File: src/rtl/camera_capture.sv
// Camera byte-stream capture: pairs RGB444 bytes into pixels and drives the image buffer write port.
// Optional frame/line statistics are enabled with the CAPTURE_STATS_EN macro.
module camera_capture #(
  parameter int unsigned IMG_W  = 320,
  parameter int unsigned IMG_H  = 240,
  parameter int unsigned ADDR_W = 17,
  parameter int unsigned PIX_W  = 12
) (
  input  logic              wr_clk,
  input  logic              rst_n,
  input  logic              vsync,
  input  logic              href,
  input  logic [7:0]        cam_data,
  output logic              wren,
  output logic [ADDR_W-1:0] wraddress,
  output logic [PIX_W-1:0]  data_out,
  output logic              frame_start,
  output logic              frame_end,
`ifdef CAPTURE_STATS_EN
  output logic [15:0]       frame_count,
  output logic              line_err,
`endif
  output logic              overrun
);

  localparam int unsigned FRAME_PIX = IMG_W * IMG_H;

  typedef enum logic [1:0] {
    IDLE    = 2'd0,
    SYNC    = 2'd1,
    CAPTURE = 2'd2
  } state_e;

  state_e state_q, state_d;

  logic start_c, end_c, accept_c;

  logic              phase_q, phase_d;
  logic [3:0]        byte0_lo_q, byte0_lo_d;
  logic [ADDR_W-1:0] cnt_q, cnt_d;
  logic              wren_q, wren_d;
  logic [ADDR_W-1:0] wraddress_q, wraddress_d;
  logic [PIX_W-1:0]  data_out_q, data_out_d;
  logic              frame_start_q, frame_start_d;
  logic              frame_end_q, frame_end_d;
  logic              overrun_q, overrun_d;

  // FSM state register
  always_ff @(posedge wr_clk or negedge rst_n) begin
    if (!rst_n) state_q <= IDLE;
    else        state_q <= state_d;
  end

  // FSM next state: a frame opens only on a vsync fall seen from SYNC
  always_comb begin
    state_d = state_q;
    unique case (state_q)
      IDLE:    if (vsync)  state_d = SYNC;
      SYNC:    if (!vsync) state_d = CAPTURE;
      CAPTURE: if (vsync)  state_d = SYNC;
      default:             state_d = IDLE;
    endcase
  end

  // FSM decoded strobes
  always_comb begin
    start_c  = 1'b0;
    end_c    = 1'b0;
    accept_c = 1'b0;
    if (state_q == SYNC && !vsync)   start_c  = 1'b1;
    if (state_q == CAPTURE) begin
      end_c    = vsync;
      accept_c = !vsync && href;
    end
  end

  // Byte pairing and write-port generation; the counter is the linear address
  always_comb begin
    phase_d       = 1'b0;
    byte0_lo_d    = byte0_lo_q;
    cnt_d         = cnt_q;
    wren_d        = 1'b0;
    wraddress_d   = wraddress_q;
    data_out_d    = data_out_q;
    overrun_d     = overrun_q;
    frame_start_d = start_c;
    frame_end_d   = end_c;
    if (start_c) begin
      cnt_d     = '0;
      overrun_d = 1'b0;
    end
    if (accept_c) begin
      phase_d = ~phase_q;
      if (!phase_q) begin
        byte0_lo_d = cam_data[3:0];
      end else if (cnt_q == ADDR_W'(FRAME_PIX)) begin
        overrun_d = 1'b1;
      end else begin
        wren_d      = 1'b1;
        wraddress_d = cnt_q;
        data_out_d  = PIX_W'({byte0_lo_q, cam_data});
        cnt_d       = cnt_q + ADDR_W'(1);
      end
    end
  end

  always_ff @(posedge wr_clk or negedge rst_n) begin
    if (!rst_n) begin
      phase_q       <= 1'b0;
      byte0_lo_q    <= '0;
      cnt_q         <= '0;
      wren_q        <= 1'b0;
      wraddress_q   <= '0;
      data_out_q    <= '0;
      frame_start_q <= 1'b0;
      frame_end_q   <= 1'b0;
      overrun_q     <= 1'b0;
    end else begin
      phase_q       <= phase_d;
      byte0_lo_q    <= byte0_lo_d;
      cnt_q         <= cnt_d;
      wren_q        <= wren_d;
      wraddress_q   <= wraddress_d;
      data_out_q    <= data_out_d;
      frame_start_q <= frame_start_d;
      frame_end_q   <= frame_end_d;
      overrun_q     <= overrun_d;
    end
  end

  assign wren        = wren_q;
  assign wraddress   = wraddress_q;
  assign data_out    = data_out_q;
  assign frame_start = frame_start_q;
  assign frame_end   = frame_end_q;
  assign overrun     = overrun_q;

`ifdef CAPTURE_STATS_EN
  localparam int unsigned LINE_BYTES = 2 * IMG_W;
  localparam int unsigned LB_W       = $clog2(LINE_BYTES + 2);

  logic            href_q, href_d;
  logic [LB_W-1:0] lb_cnt_q, lb_cnt_d;
  logic [15:0]     frame_count_q, frame_count_d;
  logic            line_err_q, line_err_d;
  logic            line_end_c;

  // Per-line byte count checked at each href fall; the counter saturates
  always_comb begin
    href_d        = href;
    lb_cnt_d      = lb_cnt_q;
    frame_count_d = frame_count_q;
    line_err_d    = line_err_q;
    line_end_c    = (state_q == CAPTURE) && href_q && !href;
    if (end_c) frame_count_d = frame_count_q + 16'd1;
    if (start_c) begin
      lb_cnt_d   = '0;
      line_err_d = 1'b0;
    end else if (line_end_c) begin
      lb_cnt_d = '0;
      if (lb_cnt_q != LB_W'(LINE_BYTES)) line_err_d = 1'b1;
    end else if (accept_c && lb_cnt_q != '1) begin
      lb_cnt_d = lb_cnt_q + LB_W'(1);
    end
  end

  always_ff @(posedge wr_clk or negedge rst_n) begin
    if (!rst_n) begin
      href_q        <= 1'b0;
      lb_cnt_q      <= '0;
      frame_count_q <= '0;
      line_err_q    <= 1'b0;
    end else begin
      href_q        <= href_d;
      lb_cnt_q      <= lb_cnt_d;
      frame_count_q <= frame_count_d;
      line_err_q    <= line_err_d;
    end
  end

  assign frame_count = frame_count_q;
  assign line_err    = line_err_q;
`endif

endmodule

File: config.mk
export PLATFORM = sky130hd
export DESIGN_NAME = camera_capture
export DESIGN_NICKNAME = d
export VERILOG_FILES = /design/src/rtl/camera_capture.sv
export SDC_FILE = /design/constraint.sdc
export NUM_CORES = 1
export LEC_CHECK = 0
export ABC_AREA = 1
export ABC_CLOCK_PERIOD_IN_PS = 3350
export CORE_MARGIN = 10
export CORE_UTILIZATION = 57
export DETAILED_ROUTE_END_ITERATION = 12
export GPL_TIMING_DRIVEN = 0
export PLACE_DENSITY = 0.93
export SETUP_SLACK_MARGIN = 0.5
export SYNTH_ARGS = -nofsm -noshare
export SYNTH_HDL_FRONTEND = slang
export SYNTH_SLANG_ARGS = --single-unit
File: constraint.sdc
create_clock -name wr_clk -period 3.35 [get_ports wr_clk]
set_clock_uncertainty 0.15 [all_clocks]
set_input_delay 0.335 -clock wr_clk [delete_from_list [all_inputs] [get_ports wr_clk]]
set_output_delay 0.335 -clock wr_clk [all_outputs]
set_load 0.01 [all_outputs]
### Yosys cells after proc, flatten, opt, wreduce, memory -nomap -nowiden

Index checks and enable logic that the tools add are counted.

| cells by class | value |
|---|---|
| add/sub/neg operators | 1 |
| equal/unequal tests | 5 |
| multiplexer cells | 18 |
| bitwise gates (word level) | 2 |
| reduce and logical (&&, ||, !) cells | 8 |

Operators by type and width:

| kind | count |
|---|---|
| $mux 17 | 4 |
| $add 17x1->17 const B | 1 |
| $eq 17x17->1 const B | 1 |
| $mux 1 | 11 |
| $mux 2 | 2 |
| $pmux 2 s2 | 1 |
| $reduce_and 2->1 | 2 |
| $reduce_and 3->1 | 1 |
| $eq 2x1->1 const B | 1 |
| $eq 2x2->1 const B | 1 |
| $logic_and 1x1->1 | 2 |
| $logic_not 2->1 | 1 |
| $ne 2x1->1 const B | 1 |
| $ne 2x2->1 const B | 1 |
| $not 1->1 | 2 |
| $reduce_or 2->1 | 1 |
| $logic_not 1->1 | 1 |

| storage, ports and cells | value |
|---|---|
| register bits after elaboration | 57 |
| input bits | 12 |
| output and inout port bits | 33 |
| logic and storage cells | 44 |

### Depth between registers and ports, before layout

| logic depth | value |
|---|---|
| word-level depth | 7 |
| depth in mapped cells | 10 |
| depth with buffers taken out | 10 |

### Worst setup path before layout

OpenSTA, ideal clock, no wires.

| timing | value |
|---|---|
| path kind | flip-flop to flip-flop |
| start point | register cnt_q[0] |
| end point | register cnt_q[0] |
| setup time | 0.121 ns |
| arrival | 1.355 ns |
| required time | 3.079 ns |
| path slack | 1.724 ns |
| cell stages (with the launch flop) | 10 |
| path buffers | 2 |
| period minus slack after synthesis | 1.626 ns |
| path through | dfrtp_1 -> inv_1 -> ha_1 -> nand4_1 -> nor2_1 -> nand2_2 -> nand2_4 -> buf_12 -> buf_6 -> o21ai_2 |

| between the ends | value |
|---|---|
| word-level cells in the longest chain between the ends | 4 |

Ends and longest elaborated chain:

| item | line | text |
|---|---|---|
| start, declared | 40 | `logic [ADDR_W-1:0] cnt_q, cnt_d;` |
| start signal, assigned | 121 | `cnt_q <= cnt_d;` |
| $add 17x1->17 (tied with other cells) | 102 | `cnt_d = cnt_q + ADDR_W'(1);` |
| $mux 17 | 96 | `end else if (cnt_q == ADDR_W'(FRAME_PIX)) begin` |
| $mux 17 | 94 | `if (!phase_q) begin` |
| $mux 17 * | 92 | `if (accept_c) begin` |
| net cnt_d[0] | 40 |  |

Mark *: on every way through the listed nets, which the timed path passes. The rest lies on a longest branch.
A chain may end at the register's enable or synchronous reset.

### Worst setup path in the final report

| timing | value |
|---|---|
| start point | register cnt_q[0] |
| end point | register wraddress_q[13] (netlist: wraddress[13]) |

| between the ends | value |
|---|---|
| word-level cells in the longest chain between the ends | 3 |

Ends and longest elaborated chain:

| item | line | text |
|---|---|---|
| $eq 17x17->1 | 96 |  |
| $not 1->1 (no source line) | - |  |
| $reduce_and 3->1 (no source line) | - |  |
| end signal, assigned | 123 | `wraddress_q <= wraddress_d;` |
| end, declared | 42 | `logic [ADDR_W-1:0] wraddress_q, wraddress_d;` |

Every way passes these cells.

==> flow_summary.ini <==
[run_status]
status = finished, final reports clean

[job]
drv_cap = 0

[finish]
final_cells = 447
antenna_cells = 0
nets = 402
area_growth_pct = 26.4
fillers = 320
drive_gt1_share_pct = 12.0

[grt]
grt-ovfl-total = 0
grt_pass1_wl_um = 11000
track_usage_pct = 18.2
antenna_found_initial = 0
grt_pass1_vias = 2261
grt_max_degree = 39

[clocking]
post-cts-setup-buffer-count = 0
htree_num_levels = 3
cts_buffers = 9
clk_latency_ns = 0.34
clk_pin_slew_worst_paths_ns = 0.06
clkSinkCount = 57
tritoncts = yes
clockRootBuffer = clkbuf_8
clk_path_buf_depth = 2

[logic_synthesis]
synth.most_common_cell = nand2_1
async_reset_ff_share_pct = 100
synth_mux_area_share_pct = 0
syn-num-nets = 345
syn-mean-instance-area_um2 = 8.32
synth_area_um2 = 2750
synth_top_flop_cell = dfrtp_1
post-synth-top-area-fraction_pct = 51.8
synthDistinctLibCells = 28
yosys_warnings = 0
synthXorXnorAreaFrac_pct = 0.636
synth_edf_count = 0
synthSimpleGateAreaFrac_pct = 28.1
yosys-top-cells-area = dfrtp_1, nand2_1, inv_1
ys_seq_elements = 57
synth_top_cell_by_area = dfrtp_1
synth_top_family_by_area = simple AND/OR/NAND/NOR gates
synth_fa_ha_area_share_pct = 0.909
yosys-top-cells-count = nand2_1, dfrtp_1, inv_1, nor2_1, nand3_1
ys_seq_area_share_pct = 51.8
netlist_instances = 331
synth_compound_area_share_pct = 8.95

[die]
initial_utilization_pct = 58.7
die_h_um = 89.5
std_cell_rows = 25
die_area_um2 = 8010
core_um2 = 4690
top_level_ports = 45
fp.dieW_um = 89.5

[power]
power.density_nw_per_um2 = 410
p_leak_uw = 0.00168
ir_drop_uv = 292

[setup_path]
critPathSlowestCell = dfrtp_1
crit_path_end_kind = register
cp_cell_sequence = inv_1, ha_1, nand4_1, nor2_1, nand2_2, nand2_4, buf_12, buf_6, nand2_1, o21ai_2
crit_type = reg2reg
start_kind = register
critPathMaxFanout = 10
required_ns = 3.46
crit_arrival_ns = 2.05
max_stage_delay_ns = 0.45
timing.critical_path.buf_inv = 3
cp_top_family = simple AND/OR/NAND/NOR gates

[timing]
finalSetupViolCount = 0
hold_viol = 0
fin_crit_sh_pct = 57.8
worstMarginPinSlew_ns = 0.474
tns_ns = 0
drv_slew = 0
fin_crit_ns = 1.93
rsz0062_at_grt = false
fmax_ghz = 0.517
relSlewSlack_pct = 68.4

[min_path]
hold_class = reg2reg

[routing]
wl_per_cell_um = 15.2
vias_per_cell = 5.45
routed_wl_um = 6800
drt-pass1-iter-count = 6
vias = 2435
antenna_left = 0
drc = 0
first_iter_violations = 267

[placed_design]
dp.final_hpwl_um = 4760
gp_congestion = 0.954
dp.cells = 430
numPortBuffers = 44
==> repair_timing <==
action | CTS | global route
resized for setup | 0 | 0
hold buffers | 1 | 0
hold endpoints to repair | 19 | 0
==> final timing paths <==
path,startpoint,end,slack (ns),cells past startpoint
setup / recovery,cnt_q[0]$_DFF_PN0_,wraddress[13]$_DFFE_PN0P_,1.42,10
hold / removal,state_q[1]$_DFFE_PN0P_,state_q[0]$_DFFE_PN0P_,0.30,1
setup reg to reg,cnt_q[0]$_DFF_PN0_,wraddress[13]$_DFFE_PN0P_,1.42,10
hold reg to reg,state_q[1]$_DFFE_PN0P_,state_q[0]$_DFFE_PN0P_,0.30,1
max in group asynchronous,rst_n,cnt_q[9]$_DFF_PN0_,2.15,3
min in group asynchronous,rst_n,frame_end$_DFF_PN0_,0.34,2
==> state kept, by name, indices dropped and copies added (netlist names) <==
register	flops
phase_q	1
cnt_q	17
wren	1
wraddress	17
frame_start	1
frame_end	1
data_out	12
state_q	2
overrun	1
byte0_lo_q	4
==> routing by layer <==
layer | part of all wire, % | wire [µm] | global-route usage, %
met2 | 49 | 3360 | 29.6
met3 | 7.7 | 522 | 4.19
met1 | 40 | 2730 | 21.8
met5 | 0 | 0 | 0
met4 | 2.8 | 189 | 9.54
==> where the power goes <==
part / internal (µW) / switching (µW) / total [µW]
combinational: 39.1 / 54.4 / 93.5
clock: 347 / 260 / 607
sequential: 714 / 13.4 / 727
total: 1100 / 328 / 1430
==> per-stage QoR <==
stage	cell area, µm²	hold WS (ns)	setup WS (ns)	total power (µW)	util (%)
2_1_floorplan	2750	-0.111	1.72	775	-
3_3_place_gp	3260	0.286	0.157	825	69.5
3_5_place_dp	3280	0.170	1.23	833	69.8
4_1_cts	3480	0.300	1.44	1440	74.1
5_1_grt	3480	0.330	1.31	1480	74.1
6_report	3480	0.301	1.42	1430	74.1
==> kinds of logic after synthesis <==
logic type               Yosys count
AO/OA/AOI/OAI                     40
adder cells (fa/ha/maj)            2
flip-flops                        57
AND/OR/NAND/NOR                  178
buffers and inverters             52
XOR/XNOR                           2
==> worst register-to-register path: cells and delay by family (launching register included) <==
kind / cells / cell delay [ns]
and+or+nand+nor: 5 / 0.62
adders and majority gates: 1 / 0.17
buffers and inverters: 3 / 0.40
AOI/OAI and AO/OA: 1 / 0.07
DFF: 1 / 0.45
==> layout by cell type, fill, tap and decap left out, drive strengths merged, types with 3 or more instances in the layout <==
cell | netlist | routed
nand3 | 25 | 25
nand4 | 5 | 5
nor2 | 28 | 28
inv | 41 | 41
nand2 | 118 | 118
o21ai | 36 | 36
clkdlybuf4s50 | 0 | 43
dfrtp | 57 | 57
clkinv | 1 | 3
clkbuf | 0 | 14
buf | 10 | 12
==> final cells by class <==
| cell class | count | area (µm²) | area share, % |
|---|---|---|---|
| Timing Repair Buffer | 46 | 465 | 13.4 |
| Sequential cell | 57 | 1430 | 41.0 |
| Multi-Input combinational cell | 222 | 1060 | 30.5 |
| Inverter | 42 | 158 | 4.53 |
| Clock buffer | 14 | 183 | 5.25 |
| Clock inverter | 2 | 10.0 | 0.288 |
| Tap cell | 54 | 67.6 | 1.94 |
| Buffer | 10 | 106 | 3.06 |
(Power assumes the default switching activity.)
